==> config.mk <==
export PLATFORM = sky130hd
export DESIGN_NAME = eth_rx_drv_flat
export DESIGN_NICKNAME = d
export VERILOG_FILES = /design/src/rtl/eth_pkg.sv /design/src/rtl/eth_rx_drv_if.sv /design/src/rtl/eth_sat_counter.sv /design/src/rtl/eth_rx_drv.sv /design/src/flat_wrapper.sv
export SDC_FILE = /design/constraint.sdc
export NUM_CORES = 1
export LEC_CHECK = 0
export BUFFER_PORTS_ARGS = -buffer_cell sky130_fd_sc_hd__buf_4
export CAP_MARGIN = 10
export CORE_MARGIN = 2
export CORE_UTILIZATION = 40
export CTS_CLUSTER_SIZE = 28
export DETAILED_ROUTE_END_ITERATION = 10
export SETUP_SLACK_MARGIN = 0.4
export SYNTH_ARGS = -nofsm -noshare
export SYNTH_HDL_FRONTEND = slang
export SYNTH_SLANG_ARGS = --single-unit
==> constraint.sdc <==
create_clock -name clk -period 3.5 [get_ports clk]
set_input_delay 0 -clock clk [delete_from_list [all_inputs] [get_ports clk]]
set_output_delay 0 -clock clk [all_outputs]
set_load 0.01 [all_outputs]
==> src/rtl/eth_pkg.sv <==
// Shared definitions for the MII receive front end: FSM encodings, MII framing
// nibbles and the nibble-to-buffer bit position helper.
package eth_pkg;

    typedef enum logic [2:0] {
        RX_IDLE     = 3'd0,
        RX_PREAMBLE = 3'd1,
        RX_PAYLOAD  = 3'd2,
        RX_DISCARD  = 3'd3
    } rx_state_e;

    localparam logic [3:0] MII_PREAMBLE_NIBBLE = 4'h5;
    localparam logic [3:0] MII_SFD_NIBBLE      = 4'hD;

    // Byte k sits at the top of the buffer first; its low nibble arrives first
    // and lands in the lower half of that byte.
    function automatic int nibble_lsb(input int frame_bits, input int nib_idx);
        return frame_bits - 8 * ((nib_idx / 2) + 1) + (((nib_idx % 2) != 0) ? 4 : 0);
    endfunction

endpackage

==> src/rtl/eth_rx_drv_if.sv <==
// Frame hand-over channel between the MII receive front end and its consumer.
interface eth_rx_drv_if #(
    parameter int ETH_MAX_FRAME_SIZE = 256
);
    localparam int LEN_W = $clog2(ETH_MAX_FRAME_SIZE / 8) + 1;

    logic                          rd_valid;
    logic                          rd_ready;
    logic [ETH_MAX_FRAME_SIZE-1:0] rd_data;
    logic [LEN_W-1:0]              rd_len;

    modport master (
        input  rd_valid,
        output rd_ready,
        output rd_data,
        output rd_len
    );

    modport slave (
        output rd_valid,
        input  rd_ready,
        input  rd_data,
        input  rd_len
    );

endinterface

==> src/rtl/eth_sat_counter.sv <==
// Statistics counter that sticks at all-ones instead of wrapping.
module eth_sat_counter #(
    parameter int WIDTH = 16
) (
    input  logic             clk,
    input  logic             rst,
    input  logic             inc,
    output logic [WIDTH-1:0] count
);

    logic [WIDTH-1:0] count_r;

    // Count register with saturation at the top value
    always_ff @(posedge clk) begin
        if (rst) begin
            count_r <= {WIDTH{1'b0}};
        end else if (inc && (count_r != {WIDTH{1'b1}})) begin
            count_r <= count_r + {{(WIDTH-1){1'b0}}, 1'b1};
        end
    end

    assign count = count_r;

endmodule

==> src/rtl/eth_rx_drv.sv <==
// MII receive front end: strips preamble/SFD, packs nibbles into a single frame
// buffer and offers the finished frame over the rd request/ready channel.
module eth_rx_drv
    import eth_pkg::*;
#(
    parameter int ETH_MAX_FRAME_SIZE = 256,
    parameter int MIN_FRAME_BYTES    = 1,
    parameter int STAT_WIDTH         = 16
) (
    input  logic                  clk,
    input  logic                  rst,
    input  logic [3:0]            mii_rxd,
    input  logic                  mii_rx_dv,
    input  logic                  mii_rx_er,
    eth_rx_drv_if.master          rd,
    output logic [STAT_WIDTH-1:0] stat_frames_ok,
    output logic [STAT_WIDTH-1:0] stat_frames_err,
    output logic [STAT_WIDTH-1:0] stat_overrun,
    output logic [2:0]            rx_state
);

    localparam int LEN_W     = $clog2(ETH_MAX_FRAME_SIZE / 8) + 1;
    localparam int NIB_CNT_W = $clog2(ETH_MAX_FRAME_SIZE / 4) + 1;
    localparam int BUF_IDX_W = $clog2(ETH_MAX_FRAME_SIZE);
    localparam logic [NIB_CNT_W-1:0] NIB_LIMIT = NIB_CNT_W'(ETH_MAX_FRAME_SIZE / 4);
    localparam logic [NIB_CNT_W-1:0] MIN_BYTES = NIB_CNT_W'(MIN_FRAME_BYTES);

    rx_state_e                     state_r;
    rx_state_e                     state_nxt_s;
    logic                          frame_avail_r;
    logic [ETH_MAX_FRAME_SIZE-1:0] buf_r;
    logic [LEN_W-1:0]              len_r;
    logic [NIB_CNT_W-1:0]          nib_cnt_r;
    logic [BUF_IDX_W-1:0]          nib_lsb_s;
    logic                          transfer_s;
    logic                          avail_nxt_s;
    logic                          buf_clr_s;
    logic                          nib_wr_s;
    logic                          frame_set_s;
    logic                          err_inc_s;
    logic                          ovr_inc_s;

    assign transfer_s = rd.rd_valid & frame_avail_r;

    // Next-state decode and per-cycle datapath strobes
    always_comb begin
        state_nxt_s = state_r;
        buf_clr_s   = 1'b0;
        nib_wr_s    = 1'b0;
        frame_set_s = 1'b0;
        err_inc_s   = 1'b0;
        ovr_inc_s   = 1'b0;
        // A transfer on this edge frees the buffer for a frame starting now
        avail_nxt_s = frame_avail_r & ~transfer_s;
        nib_lsb_s   = BUF_IDX_W'(nibble_lsb(ETH_MAX_FRAME_SIZE, int'(nib_cnt_r)));
        case (state_r)
            RX_IDLE: begin
                if (!mii_rx_dv) begin
                    state_nxt_s = RX_IDLE;
                end else if (avail_nxt_s) begin
                    state_nxt_s = RX_DISCARD;
                    ovr_inc_s   = 1'b1;
                end else if (mii_rxd == MII_PREAMBLE_NIBBLE) begin
                    state_nxt_s = RX_PREAMBLE;
                end else begin
                    state_nxt_s = RX_DISCARD;
                    err_inc_s   = 1'b1;
                end
            end
            RX_PREAMBLE: begin
                if (!mii_rx_dv) begin
                    state_nxt_s = RX_IDLE;
                    err_inc_s   = 1'b1;
                end else if (mii_rx_er) begin
                    state_nxt_s = RX_DISCARD;
                    err_inc_s   = 1'b1;
                end else if (mii_rxd == MII_PREAMBLE_NIBBLE) begin
                    state_nxt_s = RX_PREAMBLE;
                end else if (mii_rxd == MII_SFD_NIBBLE) begin
                    state_nxt_s = RX_PAYLOAD;
                    buf_clr_s   = 1'b1;
                end else begin
                    state_nxt_s = RX_DISCARD;
                    err_inc_s   = 1'b1;
                end
            end
            RX_PAYLOAD: begin
                if (!mii_rx_dv) begin
                    state_nxt_s = RX_IDLE;
                    if (nib_cnt_r[0] || ((nib_cnt_r >> 1) < MIN_BYTES)) begin
                        err_inc_s = 1'b1;
                    end else begin
                        frame_set_s = 1'b1;
                    end
                end else if (mii_rx_er || (nib_cnt_r == NIB_LIMIT)) begin
                    state_nxt_s = RX_DISCARD;
                    err_inc_s   = 1'b1;
                end else begin
                    nib_wr_s = 1'b1;
                end
            end
            RX_DISCARD: begin
                if (!mii_rx_dv) begin
                    state_nxt_s = RX_IDLE;
                end else begin
                    state_nxt_s = RX_DISCARD;
                end
            end
            default: begin
                state_nxt_s = RX_DISCARD;
            end
        endcase
    end

    // FSM state, hold flag, nibble packing and length capture
    always_ff @(posedge clk) begin
        if (rst) begin
            state_r       <= RX_DISCARD;
            frame_avail_r <= 1'b0;
            len_r         <= {LEN_W{1'b0}};
            nib_cnt_r     <= {NIB_CNT_W{1'b0}};
            buf_r         <= {ETH_MAX_FRAME_SIZE{1'b0}};
        end else begin
            state_r <= state_nxt_s;
            if (frame_set_s) begin
                frame_avail_r <= 1'b1;
                len_r         <= LEN_W'(nib_cnt_r >> 1);
            end else if (transfer_s) begin
                frame_avail_r <= 1'b0;
            end
            if (buf_clr_s) begin
                buf_r     <= {ETH_MAX_FRAME_SIZE{1'b0}};
                nib_cnt_r <= {NIB_CNT_W{1'b0}};
            end else if (nib_wr_s) begin
                buf_r[nib_lsb_s +: 4] <= mii_rxd;
                nib_cnt_r             <= nib_cnt_r + {{(NIB_CNT_W-1){1'b0}}, 1'b1};
            end
        end
    end

    eth_sat_counter #(.WIDTH(STAT_WIDTH)) u_cnt_ok (
        .clk   (clk),
        .rst   (rst),
        .inc   (transfer_s),
        .count (stat_frames_ok)
    );

    eth_sat_counter #(.WIDTH(STAT_WIDTH)) u_cnt_err (
        .clk   (clk),
        .rst   (rst),
        .inc   (err_inc_s),
        .count (stat_frames_err)
    );

    eth_sat_counter #(.WIDTH(STAT_WIDTH)) u_cnt_ovr (
        .clk   (clk),
        .rst   (rst),
        .inc   (ovr_inc_s),
        .count (stat_overrun)
    );

    assign rd.rd_ready = frame_avail_r;
    assign rd.rd_data  = buf_r;
    assign rd.rd_len   = len_r;
    assign rx_state    = state_r;

endmodule
==> src/flat_wrapper.sv <==
// flat-port wrapper written by rule: the top's interface ports become plain ports
module eth_rx_drv_flat import eth_pkg::*;
#(
    parameter int ETH_MAX_FRAME_SIZE = 256,
    parameter int MIN_FRAME_BYTES    = 1,
    parameter int STAT_WIDTH         = 16
)
  (clk, rst, mii_rxd, mii_rx_dv, mii_rx_er, stat_frames_ok, stat_frames_err, stat_overrun, rx_state, rd_rd_valid, rd_rd_ready, rd_rd_data, rd_rd_len);
  eth_rx_drv_if #(.ETH_MAX_FRAME_SIZE(ETH_MAX_FRAME_SIZE)) rd_i ();
  input  logic clk;
  input  logic rst;
  input  logic [3:0] mii_rxd;
  input  logic mii_rx_dv;
  input  logic mii_rx_er;
  output logic [STAT_WIDTH-1:0] stat_frames_ok;
  output logic [STAT_WIDTH-1:0] stat_frames_err;
  output logic [STAT_WIDTH-1:0] stat_overrun;
  output logic [2:0] rx_state;
  input wire logic [$bits(rd_i.rd_valid)-1:0] rd_rd_valid;
  output wire logic [$bits(rd_i.rd_ready)-1:0] rd_rd_ready;
  output wire logic [$bits(rd_i.rd_data)-1:0] rd_rd_data;
  output wire logic [$bits(rd_i.rd_len)-1:0] rd_rd_len;
  assign rd_i.rd_valid = rd_rd_valid;
  assign rd_rd_ready = rd_i.rd_ready;
  assign rd_rd_data = rd_i.rd_data;
  assign rd_rd_len = rd_i.rd_len;
  eth_rx_drv #(.ETH_MAX_FRAME_SIZE(ETH_MAX_FRAME_SIZE), .MIN_FRAME_BYTES(MIN_FRAME_BYTES), .STAT_WIDTH(STAT_WIDTH)) u_core (.clk(clk), .rst(rst), .mii_rxd(mii_rxd), .mii_rx_dv(mii_rx_dv), .mii_rx_er(mii_rx_er), .rd(rd_i), .stat_frames_ok(stat_frames_ok), .stat_frames_err(stat_frames_err), .stat_overrun(stat_overrun), .rx_state(rx_state));
endmodule
==> qor.csv <==
stage,metric,value,unit
final_layout,Multi-input gate area,7190,sq um
yosys,Synth Flop Type,dfxtp_1,
sta,Setup Total Neg Slack,0,ps
sta,final hold slack,409,ps
placement,Placed Area,16800,sq um
cts,TritonCTS clock tree,yes,
detailed_routing,DR WL/cell,19.3,um
critical_path,crit path capture type,flop,
power,Pleak,7.59,nW
power,switching share of total power,0.220,
die,row count,68,
yosys,"Avg Cell Area, Syn",8.97,sq um
sta,final setup fails,0,
die,width of the die,190,um
yosys,Mapped Cells,1539,
power,Comb power frac,0.029,
detailed_routing,ANT nets after route,0,
critical_path,slowest CP cell,or3b_4,
sta,worst-case clock skew,20.7,ps
min_path,Hold Path Sink,u_core.rd.rd_data[130],
critical_path,CP Buf/Inv Count,4,
final_layout,"Design Area, Final",18500,sq um
global_route,vias in the first global route,12000,
cts,clock transition at the registers of the reported paths,60,ps
detailed_routing,Starting DRT DRC Count,852,
global_route,total gr overflow,0,
global_route,first-pass GRT wire length,68600,um
power,Int Power,5.88,mW
power,Clock power frac,0.486,
detailed_routing,drt drc,0,
critical_path,critical-path cell list,inv_1 > ha_4 > or3b_4 > a21oi_4 > buf_4 > xnor2_4 > buf_6 > nor2_2 > buf_4 > nand2b_1 > nor4_1 > a31o_2,
sta,Slew @ Worst Pin,968,ps
min_path,Worst Hold Depth,4,
detailed_routing,Via-to-Cell Ratio,5.31,
min_path,min-delay src,mii_rxd[2],
sta,Hold Fails Final Rpt,0,
cts,H-tree Lvls,2,
run_status,status,finished clean,
yosys,"Distinct cells, synth",70,
yosys,Synth area leader,dfxtp_1,
yosys,Post-synth ARST share,0,
placement,Detail Placement HPWL,33000,um
die,boundary pin count,323,
power,PwrDens,408,nW/um^2
critical_path,Reg2Reg Setup Slack,470,ps
critical_path,Crit Path Category,reg2reg,
cts,Num CTS Buffers,36,
sta,min cycle time layout,3030,ps
critical_path,crit-path leading delay family,simple AND/OR/NAND/NOR gates,
global_route,initial antenna violation count,0,
critical_path,CP dominant cell by count,buf_4,
yosys,Synth Cell Area,13800,sq um
yosys,Post-synth EDFFs,0,
final_layout,"Core Util, Final",0.540,
yosys,top post-synthesis cells by area,"dfxtp_1, mux2i_1, nand2_1, nand3_1, nor2_1",
cts,CTS Sinks,320,
critical_path,FF-to-FF path depth,12,
die,Die ar.,36000,sq um
sta,worst relative slew slack,0.355,
die,Chip Height,190,um
final_layout,fin nets,1889,
critical_path,reg2reg start,u_core.nib_cnt_r[1],
detailed_routing,final WL,45200,um
die,core area,34300,sq um
power,Sw Pwr,1.66,mW
critical_path,reg2reg end,u_core.rd.rd_data[41],
die,Initial Utilization,0.403,
cts,Clock Tree Root,clkbuf_16,
yosys,area share of the largest cell type after synthesis,0.464,
critical_path,Worst Path Arrival,3490,ps
yosys,Synthesized Nets,1559,
sta,FMAX,330,MHz
yosys,Synthesis Warnings,0,
placement,GP Congestion,0.819,
global_route,largest net degree at the start of global routing,93,
flow_run,maxcap violations,0,
critical_path,max incr delay on CP,440,ps
final_layout,# diodes,0,
final_layout,Area Overhead vs Synth,34.0,%
power,VDD IR-drop max,0.300,mV
final_layout,# fillers,3237,
final_layout,share of cells above drive strength 1,0.286,
sta,fin crit share,0.867,
yosys,register area share after synthesis,0.464,
sta,Slew Limit Fails,0,
min_path,Hold Path Class,in2reg,
sta,unrepaired setup endpoints after global routing,yes,
detailed_routing,Vias,12500,
critical_path,"Data required, critical path",3960,ps
critical_path,crit start category,flop,
final_layout,register area,6410,sq um
power,share of total power in sequential cells,0.484,
cts,Worst-Skew Late Latency,530,ps
cts,Max Buffers Root-to-Sink,3,
detailed_routing,Initial DRT Pass Iterations,5,
yosys,"FF+latch count, synth",320,
critical_path,Max Fanout on Critical Path,11,
placement,Port Buffer Count,321,
global_route,Total GRT Usage,0.241,
Yosys cell counts (3+ instances only):
library cell	number
or3_1	9
and3_1	18
a21oi_1	64
dfxtp_1	320
inv_1	13
mux2i_1	161
nand2_1	282
xnor2_1	31
clkbuf_2	5
nand3_1	87
nor3_1	10
o21ai_1	3
a21o_1	4
a31o_2	12
nand4_1	16
nor2_1	102
buf_4	5
nor2_4	6
nand2b_1	28
or4_1	3
ha_1	11
buf_6	4
clkbuf_1	83
nor2_2	9
o21ai_0	62
buf_2	16
xor2_1	23
a2111oi_2	9
a31o_1	34
nor4_1	55
buf_1	3
and4_1	4
tightest hold or removal path, stage by stage:
cell	delay [ps]
dlygate4sd3_1	530
buf_4	200
nand4_1	100
o21ai_1	50
timing repair:
action | 4_1_cts | 5_1_grt
setup endpoints to repair | 255 | 189
buffers inserted | 7 | 6
hold endpoints to repair | 44 | 0
hold buffers | 10 | 0
cloned | 0 | 1
pin swaps | 4 | 7
gates resized for setup | 29 | 25
routing by layer:
layer	vias up	part of all wire	GRT usage
met3	83	0.072	0.0509
met5	-	0	0
met2	418	0.47	0.404
met4	0	0.030	0.0754
met1	5940	0.43	0.312
li1	6010	-	-
flip-flops by register name, summed over array words and instances (netlist names):
name and count:
u_core.rd.rd_data 256, u_core.u_cnt_err.count 16, u_core.u_cnt_ok.count 16, u_core.u_cnt_ovr.count 16, u_core.nib_cnt_r 7, u_core.rd.rd_len 6, u_core.rx_state 2, u_core.rd.rd_ready 1
logic make-up after synthesis:
logic type | Yosys count | share of synthesized area
AND/OR/NAND/NOR | 648 | 0.222
buffers and inverters | 129 | 0.0405
flip-flops | 320 | 0.464
multiplexers | 162 | 0.118
other | 1 | 0.000272
XOR/XNOR | 58 | 0.0411
AO/OA/AOI/OAI | 210 | 0.105
adder cells (fa/ha/maj) | 11 | 0.00996
how the worst max path moves through the flow:
stage	start	endpoint	slack, ps	cells past startpoint
floorplan	u_core.nib_cnt_r[0]	u_core.rd.rd_data[216]	450	12
global placement	u_core.nib_cnt_r[2]	u_core.rd.rd_data[203]	180	9
detailed placement	u_core.nib_cnt_r[2]	u_core.rd.rd_data[201]	60	9
CTS	u_core.nib_cnt_r[1]	u_core.rd.rd_data[148]	420	11
global route	u_core.nib_cnt_r[0]	u_core.rd.rd_data[40]	320	10
finish	u_core.nib_cnt_r[1]	u_core.rd.rd_data[41]	470	12
cell usage in the layout, fill, tap and decap left out, types with 10 or more instances in the layout:
cell           instances
nand3_1               84
nand4_1               16
nor2_1               100
a21oi_1               61
a31o_1                34
dfxtp_1              317
a31o_2                12
clkbuf_16             36
nand2_1              278
clkbuf_8              10
and3_1                16
xnor2_1               28
inv_1                 13
buf_4                390
o21ai_0               62
xor2_1                23
nor4_1                55
dlygate4sd3_1         10
nor2_2                10
mux2i_1              160
nand2b_1              27
power by group through the flow:
stage / clock [mW] / combinational (mW) / sequential (mW)
after global placement: 0 / 0.206 / 3.73
after CTS: 3.74 / 0.217 / 3.65
final: 3.67 / 0.221 / 3.65
after detailed placement: 0 / 0.206 / 3.74
after global routing: 3.89 / 0.237 / 3.65
after floorplan: 0 / 0.131 / 3.74
through the flow:
step                setup slack (ps)  power (mW)  instances
CTS                              415        7.61       2340
floorplan                        445        3.87       1539
global route                     324        7.78       2347
finish                           466        7.55       2347
global placement                 183        3.94       2262
detailed placement              62.5        3.94       2262
area by class of cell:
| cell class | instances | area share |
|---|---|---|
| repair buffers | 407 | 0.170 |
| clock inverters | 7 | 0.00433 |
| inverters | 13 | 0.00264 |
| flip-flops and latches | 320 | 0.346 |
| multi-input cells | 1091 | 0.388 |
| well taps | 455 | 0.0308 |
| clock buffers | 54 | 0.0577 |
No activity file was read; power rests on OpenSTA's default activity.
